## config.mk

```make
export PLATFORM = sky130hd
export DESIGN_NAME = ps2_key_event_rx
export DESIGN_NICKNAME = d
export VERILOG_FILES = /design/src/rtl/ps2_pkg.sv /design/src/rtl/ps2_frame_rx.sv /design/src/rtl/ps2_key_event_rx.sv
export SDC_FILE = /design/constraint.sdc
export NUM_CORES = 1
export LEC_CHECK = 0
export CAP_MARGIN = 30
export CORE_MARGIN = 1.5
export CORE_UTILIZATION = 40
export DETAILED_ROUTE_END_ITERATION = 8
export PLACE_DENSITY = 0.63
export REMOVE_ABC_BUFFERS = 1
export SLEW_MARGIN = 20
export SYNTH_ARGS = -nofsm -noshare
export SYNTH_HDL_FRONTEND = slang
export SYNTH_SLANG_ARGS = --single-unit
```

## constraint.sdc

```tcl
create_clock -name clk -period 3.02 [get_ports clk]
set_clock_uncertainty 0.15 [all_clocks]
set_input_delay 0.302 -clock clk [delete_from_list [all_inputs] [get_ports clk]]
set_output_delay 0.302 -clock clk [all_outputs]
set_load 0.1 [all_outputs]
```

## src/rtl/ps2_pkg.sv

```systemverilog
// Shared types and constants for the PS/2 key event receiver.
// Entry 0 of the scan-code table sits in the least significant byte.
package ps2_pkg;

    localparam logic [7:0] PS2_EXT = 8'hE0;
    localparam logic [7:0] PS2_BRK = 8'hF0;
    localparam int PS2_TABLE_SIZE = 16;

    localparam logic [127:0] PS2_SCAN_TABLE = {
        8'h3C, 8'h35, 8'h2C, 8'h2D, 8'h24, 8'h1D, 8'h15, 8'h46,
        8'h3E, 8'h3D, 8'h36, 8'h2E, 8'h25, 8'h26, 8'h1E, 8'h16
    };

    typedef struct packed {
        logic [3:0] index;
        logic       is_release;
        logic       is_extended;
    } ps2_key_evt_t;

    function automatic logic [7:0] ps2_scan_code(input int unsigned idx);
        return PS2_SCAN_TABLE[idx*8 +: 8];
    endfunction

endpackage

```

## src/rtl/ps2_frame_rx.sv

```systemverilog
// PS/2 line receiver: synchroniser, tick divider, 11-bit frame FSM with stall timeout.
// byte_valid and frame_err are single-clk pulses decoded from the registered FSM state.
module ps2_frame_rx #(
    parameter int TICK_DIV      = 249,
    parameter int TIMEOUT_TICKS = 4000
) (
    input  logic       clk,
    input  logic       rst_n,
    input  logic       ps2_clk,
    input  logic       ps2_data,
    output logic       byte_valid,
    output logic [7:0] rx_byte,
    output logic       frame_err
);

    localparam int DIV_W   = (TICK_DIV > 0) ? $clog2(TICK_DIV + 1) : 1;
    localparam int STALL_W = $clog2(TIMEOUT_TICKS + 1);

    localparam logic [1:0] IDLE  = 2'd0;
    localparam logic [1:0] SHIFT = 2'd1;
    localparam logic [1:0] CHECK = 2'd2;

    logic [1:0]         clk_sync_reg, data_sync_reg;
    logic [DIV_W-1:0]   div_cnt_reg;
    logic               clk_sample_reg;
    logic [1:0]         state_reg;
    logic [3:0]         bit_cnt_reg;
    logic [10:0]        frame_reg;
    logic [STALL_W-1:0] stall_reg;

    logic tick, fall, data_bit, frame_ok, timeout_hit;

    assign tick        = (div_cnt_reg == DIV_W'(TICK_DIV));
    assign fall        = tick && clk_sample_reg && !clk_sync_reg[1];
    assign data_bit    = data_sync_reg[1];
    // frame_reg[0] = start, [8:1] = d0..d7, [9] = parity, [10] = stop
    assign frame_ok    = !frame_reg[0] && frame_reg[10] && (^frame_reg[9:1]);
    assign timeout_hit = (state_reg == SHIFT) && tick && !fall
                         && (stall_reg == STALL_W'(TIMEOUT_TICKS - 1));

    assign byte_valid = (state_reg == CHECK) && frame_ok;
    assign rx_byte    = frame_reg[8:1];
    assign frame_err  = ((state_reg == CHECK) && !frame_ok) || timeout_hit;

    // Sync flops idle high so reset never manufactures a falling edge
    always_ff @(posedge clk or negedge rst_n) begin
        if (!rst_n) begin
            clk_sync_reg   <= 2'b11;
            data_sync_reg  <= 2'b11;
            div_cnt_reg    <= '0;
            clk_sample_reg <= 1'b1;
        end else begin
            clk_sync_reg  <= {clk_sync_reg[0], ps2_clk};
            data_sync_reg <= {data_sync_reg[0], ps2_data};
            div_cnt_reg   <= tick ? '0 : div_cnt_reg + 1'b1;
            if (tick) begin
                clk_sample_reg <= clk_sync_reg[1];
            end
        end
    end

    always_ff @(posedge clk or negedge rst_n) begin
        if (!rst_n) begin
            state_reg   <= IDLE;
            bit_cnt_reg <= '0;
            frame_reg   <= '0;
            stall_reg   <= '0;
        end else begin
            case (state_reg)
                IDLE: begin
                    if (fall) begin
                        frame_reg   <= {data_bit, frame_reg[10:1]};
                        bit_cnt_reg <= 4'd1;
                        stall_reg   <= '0;
                        state_reg   <= SHIFT;
                    end
                end
                SHIFT: begin
                    if (fall) begin
                        frame_reg <= {data_bit, frame_reg[10:1]};
                        stall_reg <= '0;
                        if (bit_cnt_reg == 4'd10) begin
                            state_reg <= CHECK;
                        end else begin
                            bit_cnt_reg <= bit_cnt_reg + 1'b1;
                        end
                    end else if (timeout_hit) begin
                        state_reg <= IDLE;
                    end else if (tick) begin
                        stall_reg <= stall_reg + 1'b1;
                    end
                end
                CHECK:   state_reg <= IDLE;
                default: state_reg <= IDLE;
            endcase
        end
    end

endmodule

```

## src/rtl/ps2_key_event_rx.sv

```systemverilog
// PS/2 keyboard to key-event converter: prefix decoding, scan-code lookup,
// first-word-fall-through event FIFO, held-key bitmap and timed last-key register.
module ps2_key_event_rx
    import ps2_pkg::*;
#(
    parameter int NUM_KEYS      = 16,
    parameter int TICK_DIV      = 249,
    parameter int TIMEOUT_TICKS = 4000,
    parameter int HOLD_CYCLES   = 10000000,
    parameter int FIFO_DEPTH    = 4,
    parameter int IDX_W         = (NUM_KEYS > 1) ? $clog2(NUM_KEYS) : 1
) (
    input  logic                clk,
    input  logic                rst_n,
    input  logic                ps2_clk,
    input  logic                ps2_data,
    output logic                key_valid,
    input  logic                key_ready,
    output logic [IDX_W-1:0]    key_index,
    output logic                key_release,
    output logic                key_extended,
    output logic [NUM_KEYS-1:0] key_held,
    output logic [IDX_W-1:0]    last_key,
    output logic                last_key_valid,
    output logic                frame_err,
    output logic                fifo_ovf
);

    localparam int PTR_W  = $clog2(FIFO_DEPTH) + 1;
    localparam int HOLD_W = $clog2(HOLD_CYCLES + 1);

    localparam logic [1:0] D_IDLE    = 2'd0;
    localparam logic [1:0] D_EXT     = 2'd1;
    localparam logic [1:0] D_BRK     = 2'd2;
    localparam logic [1:0] D_EXT_BRK = 2'd3;

    logic       byte_valid;
    logic [7:0] rx_byte;

    ps2_frame_rx #(
        .TICK_DIV      (TICK_DIV),
        .TIMEOUT_TICKS (TIMEOUT_TICKS)
    ) u_frame_rx (
        .clk        (clk),
        .rst_n      (rst_n),
        .ps2_clk    (ps2_clk),
        .ps2_data   (ps2_data),
        .byte_valid (byte_valid),
        .rx_byte    (rx_byte),
        .frame_err  (frame_err)
    );

    // Scan-code lookup; the downward loop leaves the lowest matching index
    logic [NUM_KEYS-1:0] code_match;
    logic                hit;
    logic [3:0]          hit_idx;

    for (genvar gi = 0; gi < NUM_KEYS; gi++) begin : g_match
        assign code_match[gi] = (rx_byte == ps2_scan_code(gi));
    end

    always_comb begin
        hit     = 1'b0;
        hit_idx = '0;
        for (int i = NUM_KEYS - 1; i >= 0; i--) begin
            if (code_match[i]) begin
                hit     = 1'b1;
                hit_idx = 4'(i);
            end
        end
    end

    logic [1:0]   dstate_reg;
    logic         evt_valid_reg;
    ps2_key_evt_t evt_reg;

    always_ff @(posedge clk or negedge rst_n) begin
        if (!rst_n) begin
            dstate_reg    <= D_IDLE;
            evt_valid_reg <= 1'b0;
            evt_reg       <= '0;
        end else begin
            evt_valid_reg <= 1'b0;
            if (frame_err) begin
                dstate_reg <= D_IDLE;
            end else if (byte_valid) begin
                if (rx_byte == PS2_EXT) begin
                    dstate_reg <= (dstate_reg == D_IDLE) ? D_EXT : D_IDLE;
                end else if (rx_byte == PS2_BRK) begin
                    case (dstate_reg)
                        D_IDLE:  dstate_reg <= D_BRK;
                        D_EXT:   dstate_reg <= D_EXT_BRK;
                        default: dstate_reg <= D_IDLE;
                    endcase
                end else begin
                    evt_valid_reg       <= hit;
                    evt_reg.index       <= hit_idx;
                    evt_reg.is_release  <= (dstate_reg == D_BRK) || (dstate_reg == D_EXT_BRK);
                    evt_reg.is_extended <= (dstate_reg == D_EXT) || (dstate_reg == D_EXT_BRK);
                    dstate_reg          <= D_IDLE;
                end
            end
        end
    end

    // Event FIFO with an extra wrap bit on each pointer to tell full from empty
    ps2_key_evt_t     fifo_mem [FIFO_DEPTH];
    ps2_key_evt_t     head;
    logic [PTR_W-1:0] wr_ptr_reg, rd_ptr_reg;
    logic             empty, full, pop, push;

    assign empty = (wr_ptr_reg == rd_ptr_reg);
    assign full  = (wr_ptr_reg[PTR_W-1] != rd_ptr_reg[PTR_W-1])
                   && (wr_ptr_reg[PTR_W-2:0] == rd_ptr_reg[PTR_W-2:0]);
    assign pop   = !empty && key_ready;
    assign push  = evt_valid_reg && (!full || pop);
    assign head  = fifo_mem[rd_ptr_reg[PTR_W-2:0]];

    assign key_valid    = !empty;
    assign key_index    = key_valid ? head.index[IDX_W-1:0] : '0;
    assign key_release  = key_valid && head.is_release;
    assign key_extended = key_valid && head.is_extended;
    assign fifo_ovf     = evt_valid_reg && full && !pop;

    always_ff @(posedge clk) begin
        if (push) begin
            fifo_mem[wr_ptr_reg[PTR_W-2:0]] <= evt_reg;
        end
    end

    always_ff @(posedge clk or negedge rst_n) begin
        if (!rst_n) begin
            wr_ptr_reg <= '0;
            rd_ptr_reg <= '0;
        end else begin
            if (push) wr_ptr_reg <= wr_ptr_reg + 1'b1;
            if (pop)  rd_ptr_reg <= rd_ptr_reg + 1'b1;
        end
    end

    // Held-key bitmap updates even when the FIFO drops the event
    logic [NUM_KEYS-1:0] key_held_reg;
    assign key_held = key_held_reg;

    for (genvar gi = 0; gi < NUM_KEYS; gi++) begin : g_held
        always_ff @(posedge clk or negedge rst_n) begin
            if (!rst_n) begin
                key_held_reg[gi] <= 1'b0;
            end else if (evt_valid_reg && (evt_reg.index == 4'(gi))) begin
                key_held_reg[gi] <= !evt_reg.is_release;
            end
        end
    end

    logic [IDX_W-1:0]  last_key_reg;
    logic              last_key_valid_reg;
    logic [HOLD_W-1:0] hold_cnt_reg;
    logic              make_evt;

    assign make_evt       = evt_valid_reg && !evt_reg.is_release;
    assign last_key       = last_key_reg;
    assign last_key_valid = last_key_valid_reg;

    always_ff @(posedge clk or negedge rst_n) begin
        if (!rst_n) begin
            last_key_reg       <= '0;
            last_key_valid_reg <= 1'b0;
            hold_cnt_reg       <= '0;
        end else if (make_evt) begin
            last_key_reg       <= evt_reg.index[IDX_W-1:0];
            last_key_valid_reg <= 1'b1;
            hold_cnt_reg       <= '0;
        end else if (last_key_valid_reg) begin
            if (hold_cnt_reg == HOLD_W'(HOLD_CYCLES - 1)) begin
                last_key_reg       <= '0;
                last_key_valid_reg <= 1'b0;
                hold_cnt_reg       <= '0;
            end else begin
                hold_cnt_reg <= hold_cnt_reg + 1'b1;
            end
        end
    end

endmodule

```

==> flow_summary.ini, run 1 <==
[clocking]
tritoncts = done
htreeDepth = 4
post-cts-setup-buffers = 0
clkSinkCount = 126
clkSlewWorstSetupHoldPaths_ns = 0.06
numCtsBuffers = 17
cts_buffer_depth = 2
clock_latency_ns = 0.41
cts-root-buf = clkbuf_16

[logic_synthesis]
syn_area_per_cell_um2 = 10.32
netlist_top_cells_area = dfrtp_1, edfxtp_1, ha_1
synth_xor_area_share_pct = 5.458
synthMuxAreaShare_pct = 3.192
yosysWarnings = 0
synthAdderAreaFrac_pct = 4.729
synth_edf_count = 24
yosysTopAreaCellShare_pct = 38.23
yosys.area_share.simple_pct = 18.68
yosysTopAreaCell = dfrtp_1
synth_top_family_by_area = simple AND/OR/NAND/NOR gates
syn_inst = 615
synth_ff_type = dfrtp_1
yosysSeqAreaShare_pct = 51.65
synth_cell_types = 61
async_flop_share_pct = 80.95
ys_ff_latch = 126
syn_area_um2 = 6350
synth_compound_area_share_pct = 13.04

[grt]
grt-ovfl-total = 0
grtUsageTotal_pct = 17.15
antenna_found_initial = 0
grt_max_degree = 56
first_global_vias = 4547
grt_pass1_wl_mm = 22.42

[timing]
setup_tns_ns = 0
worstMarginPinSlew_ns = 0.7824
drv_slew = 0
rsz0062_at_grt = no
max_freq_mhz = 353.8
hold_viol = 0
fin_crit_sh_pct = 93.58
holdWs_ns = 0.1448
period_needed_ns = 2.826
setup-violations-final = 0
slew_headroom_pct = 47.41

[job]
cap_violations = 0

[detailed_routing]
drt-pass1-iter-count = 6
first_iter_violations = 344
vias = 4783
vias_per_cell = 5.448
drc_errors = 0
wl_per_cell_um = 15.23
routed_wl_mm = 13.37
ant_nets = 0

[die]
rows = 45
die_h_um = 129.0
pin_count = 35
dieArea_um2 = 16640
die_x_um = 129.0
initial_core_util_pct = 41.31
core-area_um2 = 15370

[worst_setup_path]
worstPathCellList = inv_1, ha_1, xnor3_1, xnor2_1, nor2_1, o21ai_1, buf_12
cpMaxStageDelayCell = xnor3_1
startpoint_type = flip-flop
slowest_delay_ns = 0.39
worstPathArrival_ns = 2.37
required_ns = 2.57
end_kind = primary output
cp_max_fo = 3
r2r_setup_slack_ns = 0.48
worstSetupPathType = flip-flop to primary output

[finish]
area_delta_synth_final_pct = 18.03
stdcell_count = 878
drive_gt1_share_pct = 14.54
n_antenna_cell = 0
final_util_pct = 48.76
final_cell_mix = dfrtp_1, nand2_1, nor2_1
nets = 683
final_common_cell = dfrtp_1

[place]
place_inst = 844
hpwl_mm = 9.025
finalWeightedCongestion = 0.8489
port_buffers = 34

[pwr]
vdd_drop_max_mv = 0.5233
p_per_area_nw_per_um2 = 520.9
p_leak_uw = 0.003172

[run_status]
status = completed

[min_path]
hold_class = primary input to flip-flop
critical path, delay by kind of cell, from the launching register on:
kind,cells,cell delay (ns)
AO/OA/AOI/OAI,1,0.28
XOR/XNOR,2,0.64
adder cells (fa/ha/maj),1,0.28
buffers and inverters,2,0.31
flip-flops,1,0.37
AND/OR/NAND/NOR,1,0.08
power breakdown:
| part | switching (uW) | leakage, uW | internal, uW | total, uW |
|---|---|---|---|---|
| combinational | 28.5 | 0.00121 | 7.80 | 36.3 |
| sequential | 0.882 | 0.00167 | 1730 | 1730 |
| clock | 754 | 0.000292 | 1380 | 2130 |
| total | 784 | 0.00317 | 3120 | 3900 |
metrics by stage:
step	total power (uW)	area, um^2	setup WS, ns
after global routing	4031	7495	0.01088
after global placement	1801	6852	0.4928
final	3904	7495	0.1937
after floorplan	1765	6245	-0.9038
after detailed placement	1802	6852	0.4838
after CTS	3955	7482	0.01847
path summary, 6_finish.rpt:
kind                                             from                         end  depth (start not counted)
min                                           ps2_clk  u_frame_rx.clk_sync_reg[0]                          1
max                           u_frame_rx.frame_reg[4]                   frame_err                          7
max reg2reg                   u_frame_rx.frame_reg[4]                  evt_reg[5]                          6
min in group asynchronous                       rst_n               rd_ptr_reg[2]                          2
min reg2reg                u_frame_rx.clk_sync_reg[0]  u_frame_rx.clk_sync_reg[1]                          0
max in group asynchronous                       rst_n                 last_key[3]                          3
cells in the mapped netlist, types with 11 or more instances:
master,n
nor2_1,49
dfrtp_1,97
o21ai_0,45
inv_1,26
and2_1,11
ha_1,24
o31ai_1,19
a21oi_1,20
nand4_1,17
nand2_1,65
edfxtp_1,24
clkbuf_1,21
xor2_1,27
nand3_1,34
metal layers:
metal,vias up,GRT usage (%),routed length [um]
met5,-,0,0
met4,0,5.948,143
met3,17,4.574,674
met2,152,26.80,6345
met1,2305,23.16,6207
li1,2309,-,-
cell type report:
type,count,area (um^2)
inverters,27,101.3
flip-flops and latches,126,3279
repair buffers,45,360.3
clock inverters,14,191.4
fillers,1367,7876
multi-input cells,437,2869
well taps,211,264.0
clock buffers,18,429.2
kinds of logic after synthesis:
| logic type | after synthesis |
|---|---|
| flip-flops | 126 |
| buffers and inverters | 52 |
| XOR/XNOR | 38 |
| multiplexers | 12 |
| adder cells (fa/ha/maj) | 24 |
| AND/OR/NAND/NOR | 235 |
| AO/OA/AOI/OAI | 128 |
repair_timing:
item	in CTS	in global routing
gates resized for setup	0	2
hold buffers	1	0
setup endpoints to repair	0	1
hold endpoints to repair	47	0
Note: power is estimated with default switching activity, not from simulation.
==> run 2: changes to the inputs <==
CTS_CLUSTER_SIZE = 16   (was not set)
clock period = 3.3 ns   (was 3.02 ns; I/O delays follow)
==> run 2 against run 1 <==
Effect of this change:
- register-to-register slack better by 0.29 ns
- clock power is 14% lower
- routed wire length down 2.0%
- clock-buffer cell count increased by 1
- flip-flop and latch count did not move
- die area unchanged
- critical path type unchanged
- highest routed layer unchanged
==> flow_summary.ini, run 2 (synthesis gave the netlist of run 1 again) <==
[run_status]
status = completed

[timing]
hold_viol = 0
fin_crit_sh_pct = 91.42
setup-violations-final = 0
worstMarginPinSlew_ns = 0.9765
setup_slack_ns = 0.2832
rsz0062_at_grt = no
max_freq_mhz = 331.5
drv_slew = 0
period_needed_ns = 3.017
slew_headroom_pct = 34.70
setup_tns_ns = 0

[detailed_routing]
vias_per_cell = 5.424
drc_errors = 0
routed_wl_mm = 13.10
wl_per_cell_um = 14.99
drt-pass1-iter-count = 6
vias = 4741
ant_nets = 0
first_iter_violations = 222

[grt]
grt_max_degree = 64
first_global_vias = 4574
grtUsageTotal_pct = 17.13
antenna_found_initial = 0
grt_pass1_wl_mm = 22.38
grt-ovfl-total = 0

[job]
cap_violations = 0

[finish]
fillCellCount = 1410
area_delta_synth_final_pct = 17.83
drive_gt1_share_pct = 10.11
final_common_cell = dfrtp_1
final_cell_mix = dfrtp_1, nand2_1, nor2_1
n_antenna_cell = 0
nets = 679

[pwr]
p_per_area_nw_per_um2 = 462.8
clkPwrFrac_pct = 53.2
power_frac_seq_pct = 45.8
swShare_pct = 20.03
vdd_drop_max_mv = 0.5061
p_int_uw = 2769
power_switching_uw = 693.5
share_comb_of_total_power_pct = 0.9
power_uw = 3463
p_leak_uw = 0.003099

[worst_setup_path]
worstSetupPathType = flip-flop to primary output
end_kind = primary output
timing.critical_path.from = u_frame_rx.frame_reg[1]
required_ns = 2.82
worstPathArrival_ns = 2.54
cp_max_fo = 3
startpoint_type = flip-flop
r2r-start = u_frame_rx.frame_reg[1]

[clocking]
tritoncts = done
clock_latency_ns = 0.41
cts-root-buf = clkbuf_16
clkSlewWorstSetupHoldPaths_ns = 0.05
ctsResizeCount = 0
clkSinkCount = 126
cts_buffer_depth = 2
numCtsBuffers = 17
post-cts-setup-buffers = 0
htreeDepth = 4

[place]
pre_cts_ws_ns = 0.7276
port_buffers = 34
hpwl_mm = 9.009
finalWeightedCongestion = 0.8450

[die]
die_h_um = 129.0
rows = 45
pin_count = 35
initial_core_util_pct = 41.31
dieArea_um2 = 16640
die_x_um = 129.0
core-area_um2 = 15370

[min_path]
hold_class = primary input to flip-flop
hp-start = ps2_clk
[run 2: layout make-up]
| cell class | count | area (um^2) | area share (%) |
|---|---|---|---|
| clock inverters | 13 | 147.6 | 1.973 |
| repair buffers | 41 | 392.9 | 5.251 |
| flip-flops and latches | 126 | 3279 | 43.83 |
| inverters | 27 | 101.3 | 1.355 |
| multi-input cells | 437 | 2864 | 38.28 |
| clock buffers | 19 | 432.9 | 5.786 |
| well taps | 211 | 264.0 | 3.528 |
[run 2: through the flow]
step                      util [%]  area, um^2  hold WS, ns  cells
after CTS                    48.68        7482       0.1509    874
final                        48.68        7482       0.1698    874
after detailed placement     44.84        6892       0.1982    841
after floorplan                  -        6245      -0.1156    590
after global routing         48.68        7482       0.1548    874
after global placement       44.84        6892       0.1947    841
[run 2: path summary, 6_finish.rpt]
| check | end | slack [ns] | cells after the start |
|---|---|---|---|
| worst max-delay path | frame_err | 0.28 | 7 |
| worst min-delay path | u_frame_rx.clk_sync_reg[0] | 0.17 | 1 |
| worst max register to register | evt_reg[5] | 0.77 | 6 |
| worst min register to register | u_frame_rx.data_sync_reg[1] | 0.20 | 0 |
| max in group asynchronous | u_frame_rx.clk_sample_reg | 1.95 | 3 |
| min in group asynchronous | rd_ptr_reg[0] | 0.29 | 2 |
[run 2: critical path: stages (launching register included)]
cell     delay, ns
dfrtp_1       0.37
inv_1         0.10
ha_1          0.31
xnor3_1       0.34
xnor2_1       0.26
nor2_1        0.08
o21ai_0       0.42
buf_12        0.24
[run 2: layer usage]
layer / routed length (um) / up-vias / GRT usage [%]
li1: - / 2298 / -
met1: 6170 / 2333 / 22.81
met4: 185 / 0 / 6.345
met2: 6283 / 94 / 27.12
met3: 458 / 16 / 4.366
met5: 0 / - / 0
[run 2: repair_timing]
| action | CTS | global route |
|---|---|---|
| hold buffers | 1 | 0 |
| endpoints found under the setup margin | 0 | 0 |
| hold endpoints to repair | 39 | 0 |
[run 2: power groups by stage]
stage	logic (uW)	clock network (uW)	registers (uW)
final	32.1	1840	1590
after global placement	33.3	0	1620
after global routing	38.3	1950	1590
after detailed placement	33.7	0	1620
after CTS	34.8	1880	1590
after floorplan	0.223	0	1620
